File: config.mk
export PLATFORM = sky130hd
export DESIGN_NAME = fetch_sequencer
export DESIGN_NICKNAME = d
export VERILOG_FILES = /design/src/rtl/lc3_pkg.sv /design/src/rtl/pc_next_mux.sv /design/src/rtl/fetch_sequencer.sv
export SDC_FILE = /design/constraint.sdc
export NUM_CORES = 1
export LEC_CHECK = 0
export CAP_MARGIN = 20
export CORE_ASPECT_RATIO = 1.1
export CORE_MARGIN = 2
export CORE_UTILIZATION = 23
export CTS_CLUSTER_SIZE = 25
export DETAILED_ROUTE_END_ITERATION = 10
export PLACE_DENSITY = 0.48
export SLEW_MARGIN = 20
export SYNTH_ARGS = -nofsm -noshare
export SYNTH_HDL_FRONTEND = slang
export SYNTH_SLANG_ARGS = --single-unit
File: constraint.sdc
create_clock -name CLK -period 2.9 [get_ports CLK]
set_input_delay 0.435 -clock CLK [delete_from_list [all_inputs] [get_ports CLK]]
set_output_delay 0.435 -clock CLK [all_outputs]
set_load 0.03 [all_outputs]
File: src/rtl/lc3_pkg.sv
// Shared LC3 front-end constants: stage indices, next-PC select codes
// and the default reset PC.
package lc3_pkg;

    localparam logic [1:0] STAGE_FETCH     = 2'd0;
    localparam logic [1:0] STAGE_DECODE    = 2'd1;
    localparam logic [1:0] STAGE_EXECUTE   = 2'd2;
    localparam logic [1:0] STAGE_WRITEBACK = 2'd3;

    localparam logic [1:0] PC_INC  = 2'b00;
    localparam logic [1:0] PC_HOLD = 2'b01;
    localparam logic [1:0] PC_EA   = 2'b10;

    localparam logic [15:0] RESET_PC_DEFAULT = 16'h3000;

endpackage

File: src/rtl/pc_next_mux.sv
// Next-PC select: PC+1, hold or EA.
// Shared between the fetch sequencer and the branch unit.
module pc_next_mux
    import lc3_pkg::*;
(
    input  logic [15:0] pc,
    input  logic [15:0] ea,
    input  logic [1:0]  pc_control,
    output logic [15:0] next_pc
);

    always_comb begin
        next_pc = pc;
        case (pc_control)
            PC_INC:  next_pc = pc + 16'd1;
            PC_HOLD: next_pc = pc;
            PC_EA:   next_pc = ea;
            default: next_pc = pc;
        endcase
    end

endmodule

File: src/rtl/fetch_sequencer.sv
// LC3 fetch sequencer: stage counter, IR and PC with a memory fetch stall.
// Optional counters built with FETCH_SEQUENCER_RETIRE_COUNT_EN.
module fetch_sequencer
    import lc3_pkg::*;
#(
    parameter logic [15:0] RESET_PC   = RESET_PC_DEFAULT,
    parameter int          LAST_STAGE = 3
) (
    input  logic        CLK,
    input  logic        RESET,
    input  logic [15:0] MEM_DATA,
    input  logic        MEM_READY,
    input  logic        IR_LE,
    input  logic        PC_LE,
    input  logic [1:0]  PC_CONTROL,
    input  logic [15:0] EA,
    input  logic        NEXT_STAGE_LE,
    input  logic [1:0]  NEXT_STAGE,
    output logic [1:0]  STAGE,
    output logic [15:0] INSTRUCTION,
    output logic [15:0] PC,
    output logic        FETCH_REQ,
    output logic [15:0] FETCH_ADDR
`ifdef FETCH_SEQUENCER_RETIRE_COUNT_EN
    ,
    output logic [31:0] RETIRE_COUNT,
    output logic [31:0] STALL_CYCLES
`endif
);

    localparam logic [1:0] LAST = 2'(LAST_STAGE);

    logic [1:0]  stage_q, stage_d;
    logic [15:0] pc_q, pc_d;
    logic [15:0] ir_q, ir_d;
    logic [15:0] next_pc;
    logic        in_fetch;
    logic        stall;

    assign in_fetch = (stage_q == STAGE_FETCH);
    assign stall    = in_fetch && !MEM_READY;

    always_ff @(posedge CLK) begin
        if (RESET) begin
            stage_q <= STAGE_FETCH;
        end else begin
            stage_q <= stage_d;
        end
    end

    always_comb begin
        stage_d = stage_q;
        if (!stall) begin
            if (NEXT_STAGE_LE) begin
                stage_d = NEXT_STAGE;
            end else if (stage_q == LAST) begin
                stage_d = STAGE_FETCH;
            end else begin
                stage_d = stage_q + 2'd1;
            end
        end
    end

    always_comb begin
        STAGE     = stage_q;
        FETCH_REQ = in_fetch && !RESET;
    end

    pc_next_mux u_pc_next_mux (
        .pc         (pc_q),
        .ea         (EA),
        .pc_control (PC_CONTROL),
        .next_pc    (next_pc)
    );

    // IR only loads while fetching, so it stays stable for stages 1..LAST.
    always_comb begin
        pc_d = pc_q;
        ir_d = ir_q;
        if (!stall) begin
            if (PC_LE) begin
                pc_d = next_pc;
            end
            if (IR_LE && in_fetch) begin
                ir_d = MEM_DATA;
            end
        end
    end

    always_ff @(posedge CLK) begin
        if (RESET) begin
            pc_q <= RESET_PC;
            ir_q <= 16'h0000;
        end else begin
            pc_q <= pc_d;
            ir_q <= ir_d;
        end
    end

    assign PC          = pc_q;
    assign FETCH_ADDR  = pc_q;
    assign INSTRUCTION = ir_q;

`ifdef FETCH_SEQUENCER_RETIRE_COUNT_EN
    logic [31:0] retire_q, retire_d;
    logic [31:0] stall_cnt_q, stall_cnt_d;
    logic        retire;

    assign retire = !stall && (stage_q == LAST) && (stage_d == STAGE_FETCH);

    always_comb begin
        retire_d    = retire ? retire_q + 32'd1 : retire_q;
        stall_cnt_d = stall ? stall_cnt_q + 32'd1 : stall_cnt_q;
    end

    always_ff @(posedge CLK) begin
        if (RESET) begin
            retire_q    <= 32'd0;
            stall_cnt_q <= 32'd0;
        end else begin
            retire_q    <= retire_d;
            stall_cnt_q <= stall_cnt_d;
        end
    end

    assign RETIRE_COUNT = retire_q;
    assign STALL_CYCLES = stall_cnt_q;
`endif

endmodule

=== Word-level counts from Yosys, hierarchy flattened ===
Cells that the tools add are included.

* Flip-flop bits (word level): 34
* Bits of input ports: 42
* Word-level logic and storage cells: 21

* $add $sub $neg: 2
* Eq/ne operators: 2
* Muxes and demuxes: 3
* Bitwise gates (word level): 1
* Reductions and logical operators: 10

{| class="wikitable"
|+ Operator list
! operator !! number
|-
| $pmux W16 S2 || 1
|-
| $add A16 B1 Y16 const B || 1
|-
| $eq A2 B2 Y1 const B || 2
|-
| $logic_not A2 Y1 || 2
|-
| $mux W2 || 2
|-
| $logic_and A1 B1 Y1 || 3
|-
| $reduce_and A3 Y1 || 1
|-
| $add A2 B1 Y2 const B || 1
|-
| $logic_not A1 Y1 || 2
|-
| $reduce_and A2 Y1 || 1
|-
| $reduce_bool A2 Y1 || 1
|-
| $not A1 Y1 || 1
|}

=== Depth between registers and ports, before layout ===
Gate-level depths: netlist of run 1.

* Word-level depth: 4
* Depth in mapped cells: 8
* Depth with buffers taken out: 7

=== Modules after synthesis ===
Synthesis of run 1 repeated with hierarchy kept, for this count alone.

* Cells, all modules: 279
* Area total of the unflattened synthesis: 2170.8 µm²

{| class="wikitable"
|+ Modules (own cells, without submodules)
! module !! times used !! cells an instance !! area an instance (µm²) !! seq. area each (µm²)
|-
| fetch_sequencer || 1 || 174 || 1532.7 || 680.7
|-
| pc_next_mux || 1 || 105 || 638.1 || 0.0
|}

=== Worst setup path before layout of run 1 ===
OpenSTA, ideal clock, no wires.

* Kind: reg2reg
* Start: register stage_q[0] (netlist: STAGE[0])
* End: register pc_q[10] (netlist: FETCH_ADDR[10])
* Library setup time: 0.137 ns
* Data arrival time: 1.811 ns
* Setup slack: 0.952 ns
* Cell stages (with the launch flop): 9
* Path buffers: 2
* Clock period less this slack: 1.948 ns
* Path through: dfxtp_1 > inv_1 > ha_1 > nand2b_1 > buf_6 > nand2_1 > nor2_1 > clkbuf_1 > a211oi_1

* Cells in the longest elaborated chain, start to end: 4

{| class="wikitable"
|+ Ends and longest elaborated chain
! item !! line !! text
|-
| start, declared || fetch_sequencer.sv:33 || <nowiki>logic [1:0] stage_q, stage_d;</nowiki>
|-
| start signal, assigned || fetch_sequencer.sv:47 || <nowiki>stage_q <= stage_d;</nowiki>
|-
| $logic_not A2 Y1 || fetch_sequencer.sv:40 || <nowiki>assign in_fetch = (stage_q == STAGE_FETCH);</nowiki>
|-
| $logic_and A1 B1 Y1 || fetch_sequencer.sv:41 || <nowiki>assign stall = in_fetch && !MEM_READY;</nowiki>
|-
| $not A1 Y1 (no source line) || -- ||
|-
| $reduce_and A3 Y1 (no source line) || -- ||
|-
| end signal, assigned || fetch_sequencer.sv:95 || <nowiki>pc_q <= pc_d;</nowiki>
|-
| end, declared || fetch_sequencer.sv:34 || <nowiki>logic [15:0] pc_q, pc_d;</nowiki>
|}

Every way passes these cells.
A chain may end at the register's enable or synchronous reset.

=== Final worst setup path of run 1 ===
* Start: register stage_q[0] (netlist: STAGE[0])
* End: register pc_q[12] (netlist: FETCH_ADDR[12])

The elaborated chain is that of the path after synthesis.

==> qor.yml, run 1 <==
antennaDiodeCount: 0
place_ws_ns: 0.6167
p_sw_uw: 373.7
finalWirelength_mm: 5.660
r2r_slack_ns: 0.93
worstHoldPathType: "flop to flop"
ys_seq_elements: 34
synth-edff-count: 0
portBuffers: 92
power_frac_clock_pct: 27.9
cp-end-kind: "flop"
fmax_ghz: 0.5063
post_cts_buffers: 0
via_count: 1878
p_total_uw: 1189
clock_latency_ns: 0.28
drcViolationCount: 0
initial_core_util_pct: 23.93
ys_seq_area_share_pct: 37.86
dp_cells: 403
grt.total_usage_pct: 13.68
cts.repair.resized: 0
syn_inst: 227
ys_warn_count: 0
cp.required_ns: 3.13
maxSlewHeadroom_pct: 57.05
die_h_um: 96.73
period_share_pct: 68.10
dr_wl_met2_mm: 2.651
synth_flop_cell: "dfxtp_1"
p_int_uw: 815.7
drv_slew: 0
share_comb_of_total_power_pct: 28.2
first_iter_violations: 54
numCtsBuffers: 5
grt_pass1_wl_mm: 9.356
fin_ws_ns: 0.9251
tightest_slew_ns: 0.6425
hold_viol_final: 0
rows: 33
wire_per_inst_um: 13.80
crit_family: "simple AND/OR/NAND/NOR gates"
syn2layout_area_growth_pct: 54.84
core_sq_mm: 0.007515
hpwl_mm: 4.259
final_area_sq_mm: 0.002784
syn_avg_cell_area_sq_um: 7.921
dr.pass1.iters: 4
synthArstFlopShare_pct: 0
worstSetupPathType: "flop to flop"
power_density_mw_per_mm2: 427.2
peakVddDrop_v: 0.0002787
gp_congestion: 0.7639
slowest_stage: "or3_2"
max_cap_viol_count: 0
met3_length_um: 494
finalNetCount: 350
routed.top_layer: "met4"
netlist_area_sq_mm: 0.001798
placed_cell_area_sq_mm: 0.002708
outcome: "complete, no violations"
cp_num_buf_inv: 1
grt_overflow: 0
ctsLongestPathBuffers: 2
io_pins: 93
setup_tns_ns: 0
grt_max_degree: 20
grt_pass1_vias: 1835
crit_path_start_kind: "flop"
power_frac_seq_pct: 43.9
drtAntennaViolNets: 0
die_width_um: 88.30
period_minus_slack_ns: 1.975
drive_gt1_share_pct: 7.213
holdBufCountCts: 0
instances_no_fill: 410
root_buffer: "clkbuf_8"
seq_area_sq_um: 680.7
cts_tree: "done"
numClockSinks: 34
leakagePower_uw: 0.0009392
rsz0062_at_grt: "no"
avgViaCountPerCell: 4.580
setup_viol: 0
worstPathMaxFanout: 10
fillers: 799
cp.arrival_ns: 2.21
antenna_found_initial: 0
slowest_delay_ns: 0.49
dieArea_sq_mm: 0.008541
multiInputGateArea_sq_um: 913.4
final.setup_skew_ns: 0.005315
switching_share_pct: 31.42
synth_nets: 272
path_clk_slew_ns: 0.07
wl_met1_mm: 2.482
crit_chain: "inv_1 -> ha_1 -> nand2b_1 -> nand3b_2 -> or3_2 -> a21oi_1 -> a21o_1"
ys_types: 39
htreeDepth: 2
## power groups by stage
stage	clock network [uW]	logic (uW)	registers, uW
global placement	0	339	532
finish	332	335	522
CTS	356	339	523
detailed placement	0	338	533
global route	369	363	528
floorplan	0	141	581
## state kept, by name (all words and copies together) (netlist names)
| register | flops |
|---|---|
| STAGE | 2 |
| INSTRUCTION | 16 |
| FETCH_ADDR | 16 |
## cell usage in the layout (no fill, tap or decap), types with 2 or more instances in the layout
| cell | synthesis | final |
|---|---|---|
| clkdlybuf4s50_1 | 0 | 91 |
| nand2_1 | 42 | 42 |
| dfxtp_1 | 34 | 34 |
| a21oi_1 | 27 | 27 |
| nor2_1 | 19 | 19 |
| a211oi_1 | 15 | 15 |
| o21ai_0 | 8 | 8 |
| buf_4 | 17 | 8 |
| nand3_1 | 7 | 7 |
| clkbuf_8 | 1 | 5 |
| and3_1 | 4 | 4 |
| a311oi_1 | 4 | 4 |
| nor3_1 | 4 | 4 |
| o22ai_1 | 4 | 4 |
| ha_1 | 3 | 3 |
| inv_1 | 2 | 2 |
| nor2b_1 | 2 | 2 |
| nand2b_1 | 2 | 2 |
| o21bai_1 | 2 | 2 |
| mux2i_1 | 2 | 2 |
| nand4_1 | 2 | 2 |
| clkbuf_1 | 8 | 2 |
## worst paths after layout
path | from | cells past startpoint | end
setup / recovery | STAGE[0] | 7 | FETCH_ADDR[12]
hold / removal | INSTRUCTION[9] | 2 | INSTRUCTION[9]
setup reg to reg | STAGE[0] | 7 | FETCH_ADDR[12]
hold reg to reg | INSTRUCTION[9] | 2 | INSTRUCTION[9]
## layer usage
layer | up-vias | global-route usage (%)
met5 | - | 0
met4 | 0 | 2.797
met3 | 4 | 4.949
met2 | 79 | 21.98
met1 | 851 | 17.53
li1 | 944 | -
## cell families (layout without fill, tap and decap cells)
kind of cell               count (synthesis)  in the layout  synth area share [%]
buffers and inverters                     31            109                 11.34
adders and majority gates                  3              3                 2.088
DFF                                       34             34                 37.86
AOI/OAI and AO/OA                         64             64                 22.27
and+or+nand+nor                           93             93                 25.33
muxes                                      2              2                 1.113
## layout make-up
type                       count  area share, %
multi-input combinational    162          32.81
sequential                    34          24.45
timing repair buffer          99          34.88
tap                          105          4.719
inverter                       3         0.4045
clock buffer                   7          2.742
## Yosys cell counts (7+ instances only)
master	number	area, sq um
a211oi_1	15	112.6
dfxtp_1	34	680.7
o21ai_0	8	40.04
buf_4	17	127.6
nand3_1	7	35.03
nor2_1	19	71.32
a21oi_1	27	135.1
nand2_1	42	157.7
clkbuf_1	8	30.03
## tightest hold or removal path: stages, from the launching register on
cell and delay, ns:
dfxtp_1 0.31, nand2_1 0.05, a21oi_1 0.05
## through the flow
| step | utilization [%] | hold WS (ns) |
|---|---|---|
| final | 37.05 | 0.4541 |
| after CTS | 37.05 | 0.4556 |
| after global placement | 36.03 | 0.4418 |
| after global routing | 37.05 | 0.4721 |
| after detailed placement | 36.03 | 0.4472 |
| after floorplan | - | 0.5710 |
Note: power is estimated with default switching activity, not from simulation.
==> run 2, diff against run 1 <==
--- a/config.mk
+++ b/config.mk
@@ -11,7 +11,7 @@
 export CORE_UTILIZATION = 23
 export CTS_CLUSTER_SIZE = 25
 export DETAILED_ROUTE_END_ITERATION = 10
-export PLACE_DENSITY = 0.48
+export PLACE_DENSITY = 0.5
 export SLEW_MARGIN = 20
 export SYNTH_ARGS = -nofsm -noshare
 export SYNTH_HDL_FRONTEND = slang
==> constraint.sdc (replaced) <==
create_clock -name CLK -period 1.6 [get_ports CLK]
set_input_delay 0.24 -clock CLK [delete_from_list [all_inputs] [get_ports CLK]]
set_output_delay 0.24 -clock CLK [all_outputs]
set_load 0.03 [all_outputs]
==> qor.yml, run 2 (synthesized netlist as in run 1, its figures left out) <==
reg2reg_depth: 5
numCtsBuffers: 5
die_width_um: 88.30
antenna_found_initial: 0
hold_start: "INSTRUCTION[7]"
hpwl_mm: 4.519
leakagePower_uw: 0.001341
p_total_uw: 2381
rows: 33
slowest_delay_ns: 0.67
avgViaCountPerCell: 4.465
max_cap_viol_count: 0
fillers: 796
peakVddDrop_v: 0.0004565
ctsLongestPathBuffers: 2
crit_family: "buffers and inverters"
worstSetupStartpoint: "FETCH_ADDR[10]"
slowest_stage: "clkdlybuf4s50_1"
io_pins: 93
clock_latency_ns: 0.29
grt_max_degree: 24
initial_core_util_pct: 23.93
crit_cells: 1
portBuffers: 92
drtAntennaViolNets: 0
period_minus_slack_ns: 1.548
fmax_ghz: 0.6459
rsz0062_at_grt: "no"
die_h_um: 96.73
drive_gt1_share_pct: 21.56
holdBufCountCts: 0
final_cell_mix: "clkdlybuf4s50_1 (53), nand2_1 (42), buf_4 (33)"
via_count: 1960
crit_chain: "clkdlybuf4s50_1"
outcome: "complete, no violations"
root_buffer: "clkbuf_8"
wire_per_inst_um: 13.59
drcViolationCount: 0
holdPathStages: 2
gp_congestion: 0.8134
cp.arrival_ns: 1.31
antennaDiodeCount: 0
setup_viol: 0
setup_tns_ns: 0
numClockSinks: 34
cp.required_ns: 1.36
period_share_pct: 96.77
hold_viol_final: 0
grt_pass1_wl_mm: 9.549
drv_slew: 0
placed_cell_area_sq_mm: 0.002989
final_area_sq_mm: 0.003114
dr.pass1.iters: 4
grt_pass1_vias: 1985
worstHoldPathType: "flop to flop"
path_clk_slew_ns: 0.08
maxSlewHeadroom_pct: 77.24
worstSetupPathType: "flop to primary output"
cts_tree: "done"
worstPathMaxFanout: 4
tightest_slew_ns: 0.3409
grt.total_usage_pct: 14.01
crit_path_start_kind: "flop"
htreeDepth: 2
first_iter_violations: 108
reg2reg_from: "FETCH_ADDR[6]"
dieArea_sq_mm: 0.008541
grt_overflow: 0
finalNetCount: 378
layout_commonest_cell: "clkdlybuf4s50_1"
finalWirelength_mm: 5.965
core_sq_mm: 0.007515
syn2layout_area_growth_pct: 73.21
power_density_mw_per_mm2: 764.7
cp_num_buf_inv: 1
final.setup_skew_ns: 0.003198
cp-end-kind: "primary output"
[run 2: cell types whose count changed in the layout (fill, tap and decap cells not counted), sizes merged]
| cell | previous run | this run |
|---|---|---|
| dlygate4sd2 | 0 | 32 |
| clkdlybuf4s50 | 91 | 53 |
| buf | 8 | 36 |
| inv | 2 | 3 |
| clkinvlp | 0 | 1 |
| dlymetal6s2s | 0 | 6 |
| clkbuf | 7 | 6 |
[run 2: final cells by class]
| class | count | area [sq um] | area share, % |
|---|---|---|---|
| clock inverters | 2 | 13.76 | 0.4419 |
| clock buffers | 6 | 93.84 | 3.013 |
| flip-flops and latches | 34 | 713.2 | 22.90 |
| multi-input cells | 162 | 965.9 | 31.02 |
| well taps | 105 | 131.4 | 4.219 |
| repair buffers | 127 | 1185 | 38.05 |
| inverters | 3 | 11.26 | 0.3616 |
[run 2: final timing paths]
kind / endpoint / slack (ns)
setup / recovery: FETCH_ADDR[10] / 0.05
hold / removal: INSTRUCTION[7] / 0.45
setup reg to reg: FETCH_ADDR[15] / 0.08
hold reg to reg: INSTRUCTION[7] / 0.45
[run 2: routing by layer]
| layer | part of all wire [%] | track usage [%] | up-vias |
|---|---|---|---|
| met2 | 46 | 22.15 | 69 |
| met1 | 43 | 17.80 | 881 |
| met4 | 0.74 | 2.448 | 0 |
| li1 | - | - | 1004 |
| met3 | 9.7 | 6.143 | 6 |
| met5 | 0 | 0 | - |
[run 2: repair_timing]
| action | in CTS | in global routing |
|---|---|---|
| pin swaps | 0 | 1 |
| setup endpoints to repair | 40 | 17 |
| buffers inserted | 0 | 1 |
| gates resized for setup | 34 | 13 |
| hold endpoints to repair | 0 | 0 |
[run 2: metrics by stage]
step                std cells  setup slack (ns)  hold slack [ns]  util [%]
floorplan                 227          -0.03056           0.3760         -
global placement          430           -0.1838           0.4406     39.78
detailed placement        430           -0.2600           0.4488     39.78
CTS                       438           0.02350           0.4582     40.74
global route              439          0.001663           0.4742     41.44
finish                    439           0.05173           0.4543     41.44
[run 2: power breakdown]
group | internal, uW | leakage (uW) | switching (uW) | total (uW)
clock network | 402 | 0.0000529 | 360 | 762
registers | 891 | 0.000284 | 34.5 | 926
logic | 329 | 0.00100 | 364 | 693
